--- src/rtl/mc_core_if.sv ---
// Instruction and data memory ports of mc_core, each a req/ack handshake.
// The core is the master; memories may stretch a request with wait states.
interface mc_core_if #(
    parameter int DATA_W = 16,
    parameter int ADDR_W = 10
);
    logic              imem_req;
    logic [ADDR_W-1:0] imem_addr;
    logic              imem_ack;
    logic [31:0]       imem_rdata;
    logic              dmem_req;
    logic              dmem_we;
    logic [ADDR_W-1:0] dmem_addr;
    logic [DATA_W-1:0] dmem_wdata;
    logic              dmem_ack;
    logic [DATA_W-1:0] dmem_rdata;

    modport master (
        output imem_req, imem_addr, dmem_req, dmem_we, dmem_addr, dmem_wdata,
        input  imem_ack, imem_rdata, dmem_ack, dmem_rdata
    );

    modport slave (
        input  imem_req, imem_addr, dmem_req, dmem_we, dmem_addr, dmem_wdata,
        output imem_ack, imem_rdata, dmem_ack, dmem_rdata
    );
endinterface

--- src/rtl/mc_core.sv ---
// Multicycle MIPS-subset core: FSM, register file, ALU and PC sequencing.
// `out` mirrors the last register write-back; `done` is sticky after HALT.
module mc_core #(
    parameter int DATA_W = 16,
    parameter int NREG   = 8,
    parameter int ADDR_W = 10
) (
    input  logic              clk,
    input  logic              reset,
    mc_core_if.master         bus,
    output logic [DATA_W-1:0] out,
    output logic              done
);
    localparam int RW = $clog2(NREG);

    localparam logic [5:0] OP_RTYPE = 6'h00;
    localparam logic [5:0] OP_ADDI  = 6'h08;
    localparam logic [5:0] OP_LW    = 6'h23;
    localparam logic [5:0] OP_SW    = 6'h2B;
    localparam logic [5:0] OP_BEQ   = 6'h04;
    localparam logic [5:0] OP_J     = 6'h02;
    localparam logic [5:0] OP_HALT  = 6'h3F;
    localparam logic [5:0] FN_ADD   = 6'h20;
    localparam logic [5:0] FN_SUB   = 6'h22;
    localparam logic [5:0] FN_AND   = 6'h24;
    localparam logic [5:0] FN_OR    = 6'h25;
    localparam logic [5:0] FN_SLT   = 6'h2A;

    typedef enum logic [2:0] {S_FETCH, S_DECODE, S_EXEC, S_MEM, S_WB, S_HALT} state_t;

    state_t                    r_state;
    logic [31:0]               r_ir;
    logic [ADDR_W-1:0]         r_pc;
    logic signed [DATA_W-1:0]  r_a;
    logic signed [DATA_W-1:0]  r_b;
    logic [DATA_W-1:0]         r_res;
    logic [DATA_W-1:0]         r_regs [NREG];
    logic                      r_imem_req;
    logic                      r_dmem_req;
    logic                      r_dmem_we;
    logic [ADDR_W-1:0]         r_dmem_addr;
    logic [DATA_W-1:0]         r_dmem_wdata;
    logic [DATA_W-1:0]         r_out;
    logic                      r_done;

    logic [5:0]                w_op;
    logic [5:0]                w_fn;
    logic [RW-1:0]             w_rs;
    logic [RW-1:0]             w_rt;
    logic [RW-1:0]             w_rd;
    logic [RW-1:0]             w_wdst;
    logic signed [DATA_W-1:0]  w_imm;
    logic                      w_unused_ir;

    assign w_op        = r_ir[31:26];
    assign w_fn        = r_ir[5:0];
    assign w_rs        = r_ir[21 +: RW];
    assign w_rt        = r_ir[16 +: RW];
    assign w_rd        = r_ir[11 +: RW];
    assign w_wdst      = (w_op == OP_RTYPE) ? w_rd : w_rt;
    assign w_imm       = DATA_W'($signed(r_ir[15:0]));
    assign w_unused_ir = ^r_ir;

    function automatic logic f_fn_known(input logic [5:0] fn);
        return (fn == FN_ADD) || (fn == FN_SUB) || (fn == FN_AND) ||
               (fn == FN_OR)  || (fn == FN_SLT);
    endfunction

    function automatic logic [DATA_W-1:0] f_alu(input logic [5:0] fn,
                                                input logic signed [DATA_W-1:0] a,
                                                input logic signed [DATA_W-1:0] b);
        case (fn)
            FN_ADD:  return a + b;
            FN_SUB:  return a - b;
            FN_AND:  return a & b;
            FN_OR:   return a | b;
            FN_SLT:  return (a < b) ? DATA_W'(1) : '0;
            default: return '0;
        endcase
    endfunction

    // Every transition back to FETCH raises imem_req on the same edge, so a
    // zero-wait fetch costs one cycle; only the first fetch after reset waits one.
    always_ff @(posedge clk or negedge reset) begin
        if (!reset) begin
            r_state      <= S_FETCH;
            r_ir         <= '0;
            r_pc         <= '0;
            r_a          <= '0;
            r_b          <= '0;
            r_res        <= '0;
            r_imem_req   <= 1'b0;
            r_dmem_req   <= 1'b0;
            r_dmem_we    <= 1'b0;
            r_dmem_addr  <= '0;
            r_dmem_wdata <= '0;
            r_out        <= '0;
            r_done       <= 1'b0;
            for (int i = 0; i < NREG; i++) r_regs[i] <= '0;
        end else begin
            case (r_state)
                S_FETCH: begin
                    if (!r_imem_req) begin
                        r_imem_req <= 1'b1;
                    end else if (bus.imem_ack) begin
                        r_ir       <= bus.imem_rdata;
                        r_pc       <= r_pc + ADDR_W'(1);
                        r_imem_req <= 1'b0;
                        r_state    <= S_DECODE;
                    end
                end
                S_DECODE: begin
                    r_a <= r_regs[w_rs];
                    r_b <= r_regs[w_rt];
                    case (w_op)
                        OP_J: begin
                            r_pc       <= ADDR_W'(r_ir[25:0]);
                            r_imem_req <= 1'b1;
                            r_state    <= S_FETCH;
                        end
                        OP_HALT: begin
                            r_done  <= 1'b1;
                            r_state <= S_HALT;
                        end
                        OP_ADDI, OP_LW, OP_SW, OP_BEQ: r_state <= S_EXEC;
                        OP_RTYPE: begin
                            if (f_fn_known(w_fn)) begin
                                r_state <= S_EXEC;
                            end else begin
                                r_imem_req <= 1'b1;
                                r_state    <= S_FETCH;
                            end
                        end
                        default: begin
                            r_imem_req <= 1'b1;
                            r_state    <= S_FETCH;
                        end
                    endcase
                end
                S_EXEC: begin
                    case (w_op)
                        OP_BEQ: begin
                            if (r_a == r_b) r_pc <= r_pc + ADDR_W'($signed(r_ir[15:0]));
                            r_imem_req <= 1'b1;
                            r_state    <= S_FETCH;
                        end
                        OP_LW, OP_SW: begin
                            r_dmem_addr  <= ADDR_W'($unsigned(r_a + w_imm));
                            r_dmem_we    <= (w_op == OP_SW);
                            r_dmem_wdata <= r_b;
                            r_dmem_req   <= 1'b1;
                            r_state      <= S_MEM;
                        end
                        OP_ADDI: begin
                            r_res   <= r_a + w_imm;
                            r_state <= S_WB;
                        end
                        default: begin
                            r_res   <= f_alu(w_fn, r_a, r_b);
                            r_state <= S_WB;
                        end
                    endcase
                end
                S_MEM: begin
                    if (bus.dmem_ack) begin
                        r_dmem_req <= 1'b0;
                        if (r_dmem_we) begin
                            r_imem_req <= 1'b1;
                            r_state    <= S_FETCH;
                        end else begin
                            r_res   <= bus.dmem_rdata;
                            r_state <= S_WB;
                        end
                    end
                end
                S_WB: begin
                    if (w_wdst != '0) begin
                        r_regs[w_wdst] <= r_res;
                        r_out          <= r_res;
                    end
                    r_imem_req <= 1'b1;
                    r_state    <= S_FETCH;
                end
                S_HALT: r_state <= S_HALT;
                default: begin
                    r_imem_req <= 1'b0;
                    r_state    <= S_FETCH;
                end
            endcase
        end
    end

    assign bus.imem_req   = r_imem_req;
    assign bus.imem_addr  = r_pc;
    assign bus.dmem_req   = r_dmem_req;
    assign bus.dmem_we    = r_dmem_we;
    assign bus.dmem_addr  = r_dmem_addr;
    assign bus.dmem_wdata = r_dmem_wdata;
    assign out            = r_out;
    assign done           = r_done;
endmodule
--- src/flat_wrapper.sv ---
// flat-port wrapper written by rule: the top's interface ports become plain ports
module mc_core_flat 
#(
    parameter int DATA_W = 16,
    parameter int NREG   = 8,
    parameter int ADDR_W = 10
)
  (clk, reset, out, done, bus_imem_req, bus_imem_addr, bus_dmem_req, bus_dmem_we, bus_dmem_addr, bus_dmem_wdata, bus_imem_ack, bus_imem_rdata, bus_dmem_ack, bus_dmem_rdata);
  mc_core_if #(.DATA_W(DATA_W), .ADDR_W(ADDR_W)) bus_i ();
  input  logic clk;
  input  logic reset;
  output logic [DATA_W-1:0] out;
  output logic done;
  output wire logic [$bits(bus_i.imem_req)-1:0] bus_imem_req;
  output wire logic [$bits(bus_i.imem_addr)-1:0] bus_imem_addr;
  output wire logic [$bits(bus_i.dmem_req)-1:0] bus_dmem_req;
  output wire logic [$bits(bus_i.dmem_we)-1:0] bus_dmem_we;
  output wire logic [$bits(bus_i.dmem_addr)-1:0] bus_dmem_addr;
  output wire logic [$bits(bus_i.dmem_wdata)-1:0] bus_dmem_wdata;
  input wire logic [$bits(bus_i.imem_ack)-1:0] bus_imem_ack;
  input wire logic [$bits(bus_i.imem_rdata)-1:0] bus_imem_rdata;
  input wire logic [$bits(bus_i.dmem_ack)-1:0] bus_dmem_ack;
  input wire logic [$bits(bus_i.dmem_rdata)-1:0] bus_dmem_rdata;
  assign bus_imem_req = bus_i.imem_req;
  assign bus_imem_addr = bus_i.imem_addr;
  assign bus_dmem_req = bus_i.dmem_req;
  assign bus_dmem_we = bus_i.dmem_we;
  assign bus_dmem_addr = bus_i.dmem_addr;
  assign bus_dmem_wdata = bus_i.dmem_wdata;
  assign bus_i.imem_ack = bus_imem_ack;
  assign bus_i.imem_rdata = bus_imem_rdata;
  assign bus_i.dmem_ack = bus_dmem_ack;
  assign bus_i.dmem_rdata = bus_dmem_rdata;
  mc_core #(.DATA_W(DATA_W), .NREG(NREG), .ADDR_W(ADDR_W)) u_core (.clk(clk), .reset(reset), .bus(bus_i), .out(out), .done(done));
endmodule
--- config.mk ---
export PLATFORM = sky130hd
export DESIGN_NAME = mc_core_flat
export DESIGN_NICKNAME = d
export VERILOG_FILES = /design/src/rtl/mc_core_if.sv /design/src/rtl/mc_core.sv /design/src/flat_wrapper.sv
export SDC_FILE = /design/constraint.sdc
export NUM_CORES = 1
export LEC_CHECK = 0
export CAP_MARGIN = 20
export CORE_UTILIZATION = 60
export CTS_CLUSTER_SIZE = 12
export DETAILED_ROUTE_END_ITERATION = 7
export GPL_ROUTABILITY_DRIVEN = 0
export HOLD_SLACK_MARGIN = 0.12
export MAX_ROUTING_LAYER = met4
export PLACE_DENSITY = 0.85
export REMOVE_ABC_BUFFERS = 1
export SYNTH_ARGS = -nofsm -noshare
export SYNTH_HDL_FRONTEND = slang
export SYNTH_SLANG_ARGS = --single-unit
--- constraint.sdc ---
create_clock -name clk -period 4.2 [get_ports clk]
set_input_delay 0.63 -clock clk [delete_from_list [all_inputs] [get_ports clk]]
set_output_delay 0.63 -clock clk [all_outputs]
set_load 0.02 [all_outputs]
# After elaboration in Yosys (flattened, before gate mapping)
# Index checks and enable logic that the tools add are counted.
# word_totals
ff_bits	267
latch_bits	0
mem_bits_rw	0
rom_bits	0
inputBits	52
output_inout_bits	56
memories	0
# classes
add_sub_neg	5
mul	0
div_mod_pow	0
n_lt_le_gt_ge	5
eq_ne	29
shifts	0
mux	41
bitwise_logic	6
reduce_logical	23
# ops
cell	n
bitwise mux 128 bit	1
2-to-1 mux 16 bit	7
binary-select mux 16 bit (select 3 bit)	2
case mux 16 bit (5 select lines)	1
case mux 16 bit (2 select lines)	2
2-to-1 mux 10 bit	5
demux 16 bit (select 3 bit)	1
== test 6 bit (second input constant)	8
adder 16 bit	2
case mux 10 bit (3 select lines)	1
AND 16 bit	1
== test 16 bit	1
< comparator 16 bit	1
bitwise OR 16 bit	1
subtractor 16 bit	1
2-to-1 mux 3 bit	5
case mux 3 bit (5 select lines)	1
>= comparator 4 bit (second input constant)	3
inequality test 2 bit (second input constant)	6
NOT 3 -> 4 bit	3
AND reduction 6 bit	2
adder 10 x 1 -> 10 bit (second input constant)	1
adder 10 bit	1
inequality test 2 x 1 -> 1 bit (second input constant)	5
28 further kinds	47

# Longest topological paths before layout
# depth
depth_word	8
depth_mapped	14
mapped_depth_nobuf	13

# Worst setup path after synthesis
# Ideal clock, no wire load.
# synth_path
path_kind	register to register
startpoint	register u_core.r_state[2]
endpoint	register u_core.r_pc[6], in the netlist u_core.bus.imem_addr[6]
arrival_ns	2.801
t_required_ns	4.118
setup_slack_ns	1.318
path_stages_with_launch	15
synth_period_minus_slack_ns	2.882
path_cell_list	dfrtp_1 -> nand2b_1 -> nor2_1 -> clkbuf_1 -> nand2_1 -> ha_1 -> fa_1 -> a21o_1 -> a21oi_1 -> nor2b_1 -> o21ai_0 -> nor2b_1 -> xnor2_1 -> nand2_1 -> a31oi_1
# synth_between
elab_chain_len	3
elab_cells_between_ends	11
cone_classes	eq/ne: 7; mux: 1; reduce/logical: 3
# synth_lines
item	line_no	rtl
start: declaration	mc_core.sv:31	state_t r_state;
start signal: assignment	mc_core.sv:86	r_state <= S_FETCH;
start signal: assignment	mc_core.sv:109	r_state <= S_DECODE;
start signal: assignment	mc_core.sv:119	r_state <= S_FETCH;
== test 3 x 2 -> 1 bit, or another cell as far along	n/a	
inequality test 2 x 1 -> 1 bit (no line), or another cell as far along	n/a	
AND reduction 6 bit (no line)	n/a	
end signal: assignment	mc_core.sv:107	r_pc <= r_pc + ADDR_W'(1);
end signal: assignment	mc_core.sv:117	r_pc <= ADDR_W'(r_ir[25:0]);
end signal: assignment	mc_core.sv:143	if (r_a == r_b) r_pc <= r_pc + ADDR_W'($signed(r_ir[15:0]));
end: declaration	mc_core.sv:33	logic [ADDR_W-1:0] r_pc;
# Parallel ways exist; a longest one is shown, timed or not.
# A chain may end at the register's enable or synchronous reset.

# Final worst setup path
# layout_path
startpoint	register u_core.r_ir[0]
endpoint	register u_core.r_res[14]
# layout_between
elab_chain_len	4
elab_cells_between_ends	9
cone_classes	add/sub: 1; eq/ne: 5; mux: 3
# layout_lines
item	line_no	rtl
start: declaration	mc_core.sv:32	logic [31:0] r_ir;
start signal: assignment	mc_core.sv:106	r_ir <= bus.imem_rdata;
parallel branches: the longest is 2 deep, another holds adder 16 bit	n/a	
case mux 16 bit (2 select lines) (*)	mc_core.sv:141	case (w_op)
case mux 16 bit (2 select lines) (*)	mc_core.sv:101	case (r_state)
end signal: assignment	mc_core.sv:155	r_res <= r_a + w_imm;
end signal: assignment	mc_core.sv:159	r_res <= f_alu(w_fn, r_a, r_b);
end signal: assignment	mc_core.sv:171	r_res <= bus.dmem_rdata;
end: declaration	mc_core.sv:36	logic [DATA_W-1:0] r_res;
# Mark *: on every way between the ends.

==> out/results.txt <==
dominant synthesized flop cell: dfrtp_1
total track usage: 32.7%
worst rel slew slack: 29.6%
chip height: 163 um
Max-Cap Viols: 0
Final Max Tran Viols: 0
Seq cells post-synth: 263
Routed WL: 41.2 mm
clock latency on the worst-skew pair: 0.56 ns
Die Area: 0.0267 sq mm
standard-cell rows: 58
P_int: 0.00762 W
most common cell after layout, fill and taps aside: dfrtp_1
CTS tree: done
IO buf count: 103
diodes inserted: 0
commonest cells after routing, fill and taps aside: dfrtp_1 (260), mux2_2 (147), nand2_1 (127)
Yosys cell types: 86
Tcrit/Tclk final: 81.7%
number of gates resized after cts: 0
setup TNS: 0 ns
# Post-CTS Setup Buffers: 0
post-DP HPWL: 27.3 mm
total CTS buffers: 29
Die X: 163 um
CTS Hold Bufs: 0
CORE AREA: 0.0254 sq mm
Top Ports: 108
routed vias: 11900
register area: 0.00659 sq mm
leakage power: 7.88 nW
P per Cell Area: 729 mW/mm^2
htree depth: 1
Routed Antenna Nets: 0
Tmin final: 3.43 ns
Via-to-Cell Ratio: 6.59
initial antenna violation count: 0
clock sink count: 263
area delta synth->final: 13.9%
largest net degree at the start of global routing: 105
Post-synth ARST share: 100%
multi-input logic area: 0.00840 sq mm
share of layout cells above drive strength 1: 21.8%
Psw: 0.00538 W
startpoint types: flop
crit end category: flop
post-synthesis sequential area ratio: 42.1%
critical path required time: 4.64 ns
Syn Area/Cell: 11.2 sq um
RSZ-0062 raised after global routing: false
grt ovf: 0
clock share of power: 20.1%
Initial Util: 61.6%
number of global-route vias before repair: 11900
fill count: 1787
initial drt markers: 1385
worst reg2reg setup slack: 0.77 ns
status: finished, final reports clean
Fin. Hold Viols: 0
critical path class: reg -> reg
Worst-path clk slew: 0.07 ns
worst hold-check path type: in -> async
sw frac: 41.4%
Worst EP arrival: 3.87 ns
IR drop worst, VDD: 0.000504 V
first-pass GRT wire length: 64.7 mm
root buf cell: clkbuf_16
Max Root-Sink Buffers: 3
WL per Instance: 22.8 um
Post-synth EDFFs: 0
CP max FO: 20
# setup viols final: 0
nets: 1591
Ys Warns: 0
DRC Markers: 0
first drt pass iteration count: 6
Util after Layout: 70.1%
Syn Inst Count: 1402
synthesized area: 0.0156 sq mm
Logic pwr share: 46.6%
Tightest Pin Transition: 1.06 ns
Max Freq: 291 MHz
power share of the sequential group: 33.4%
Worst Skew: 0.0140 ns
kinds of logic after synthesis:
| logic type | Yosys count | share of synthesized area [%] |
|---|---|---|
| flops | 263 | 42.1 |
| fa+ha+maj | 83 | 6.83 |
| mux | 262 | 23.4 |
| compound gates | 305 | 12.5 |
| simple gates | 311 | 9.75 |
| buf+inv | 157 | 4.28 |
| xor+xnor | 21 | 1.18 |
layout make-up:
cell class	count	area share, %
Tap cell	330	2.32
Multi-Input combinational cell	982	47.1
Sequential cell	263	37.0
Clock buffer	41	4.55
Timing Repair Buffer	124	6.96
Clock inverter	9	0.871
Inverter	56	1.18
sequential cells by signal (all words and copies together), names as in the netlist, 3 cells and up:
register	count
u_core.bus.dmem_addr	10
u_core.bus.dmem_wdata	16
u_core.r_state	3
u_core.out	16
u_core.r_res	16
u_core.bus.imem_addr	10
u_core.r_a	16
u_core.r_b	16
u_core.r_regs	128
u_core.r_ir	28
worst max-delay path: stages, from the launching register on:
cell and delay (ns):
dfrtp_1 0.76, ha_1 0.32, inv_1 0.07, fa_1 0.40, nor2b_1 0.18, o31a_1 0.22
o221ai_2 0.14, o21bai_1 0.31, a41o_1 0.28, a31oi_1 0.11, mux2i_1 0.13, o41a_1 0.40
synth_stat cells (14+ instances only):
| library cell | count | share of area (%) |
|---|---|---|
| a21oi_1 | 62 | 2.0 |
| dfrtp_1 | 263 | 42 |
| buf_2 | 24 | 0.77 |
| nand3_1 | 16 | 0.51 |
| o21ai_0 | 113 | 3.6 |
| mux4_2 | 64 | 9.2 |
| ha_1 | 79 | 6.3 |
| mux2i_1 | 39 | 2.5 |
| nand2_1 | 129 | 3.1 |
| a31oi_1 | 17 | 0.68 |
| xnor2_1 | 14 | 0.78 |
| a211oi_1 | 18 | 0.86 |
| nor2_1 | 68 | 1.6 |
| mux2_2 | 147 | 11 |
| inv_1 | 56 | 1.3 |
| clkbuf_1 | 66 | 1.6 |
layer usage:
metal	routed length (um)	up-vias	GRT usage (%)
met2	19800	585	52.3
li1	-	5210	-
met5	0	-	-
met4	1450	0	11.8
met3	3240	95	4.47
met1	16800	5999	42.6
power by group through the flow:
stage | Combinational (W) | Clock [W] | Sequential, W
2_1_floorplan | 0.00399 | 0 | 0.00432
3_3_place_gp | 0.00564 | 0 | 0.00427
3_5_place_dp | 0.00590 | 0 | 0.00432
4_1_cts | 0.00595 | 0.00264 | 0.00430
5_1_grt | 0.00653 | 0.00274 | 0.00443
6_report | 0.00605 | 0.00261 | 0.00433
metrics by stage:
step           cell area (sq um)  std cells  hold WS [ns]  worst slack [ns]  power [W]
4_1_cts                    17800       1805         0.157             0.879     0.0129
6_report                   17800       1805         0.136             0.768     0.0130
3_5_place_dp               16800       1755         0.384             0.867     0.0102
3_3_place_gp               16800       1754         0.376             0.948    0.00992
5_1_grt                    17800       1805         0.203             0.647     0.0137
2_1_floorplan              15200       1301         0.334             0.885    0.00831
path summary, 6_finish.rpt:
path | start | endpoint | depth (start not counted)
worst max register to register | u_core.r_ir[0]$_DFFE_PN0P_ | u_core.r_res[14]$_DFFE_PN0P_ | 11
worst min-delay path | reset | u_core.r_ir[5]$_DFFE_PN0P_ | 1
min in group clk | u_core.r_regs[125]$_DFFE_PN0P_ | u_core.r_regs[125]$_DFFE_PN0P_ | 0
worst min register to register | u_core.r_regs[125]$_DFFE_PN0P_ | u_core.r_regs[125]$_DFFE_PN0P_ | 0
worst max-delay path | u_core.r_ir[0]$_DFFE_PN0P_ | u_core.r_res[14]$_DFFE_PN0P_ | 11
max in group asynchronous | reset | u_core.r_regs[36]$_DFFE_PN0P_ | 2
Note: power is estimated with default switching activity, not from simulation.
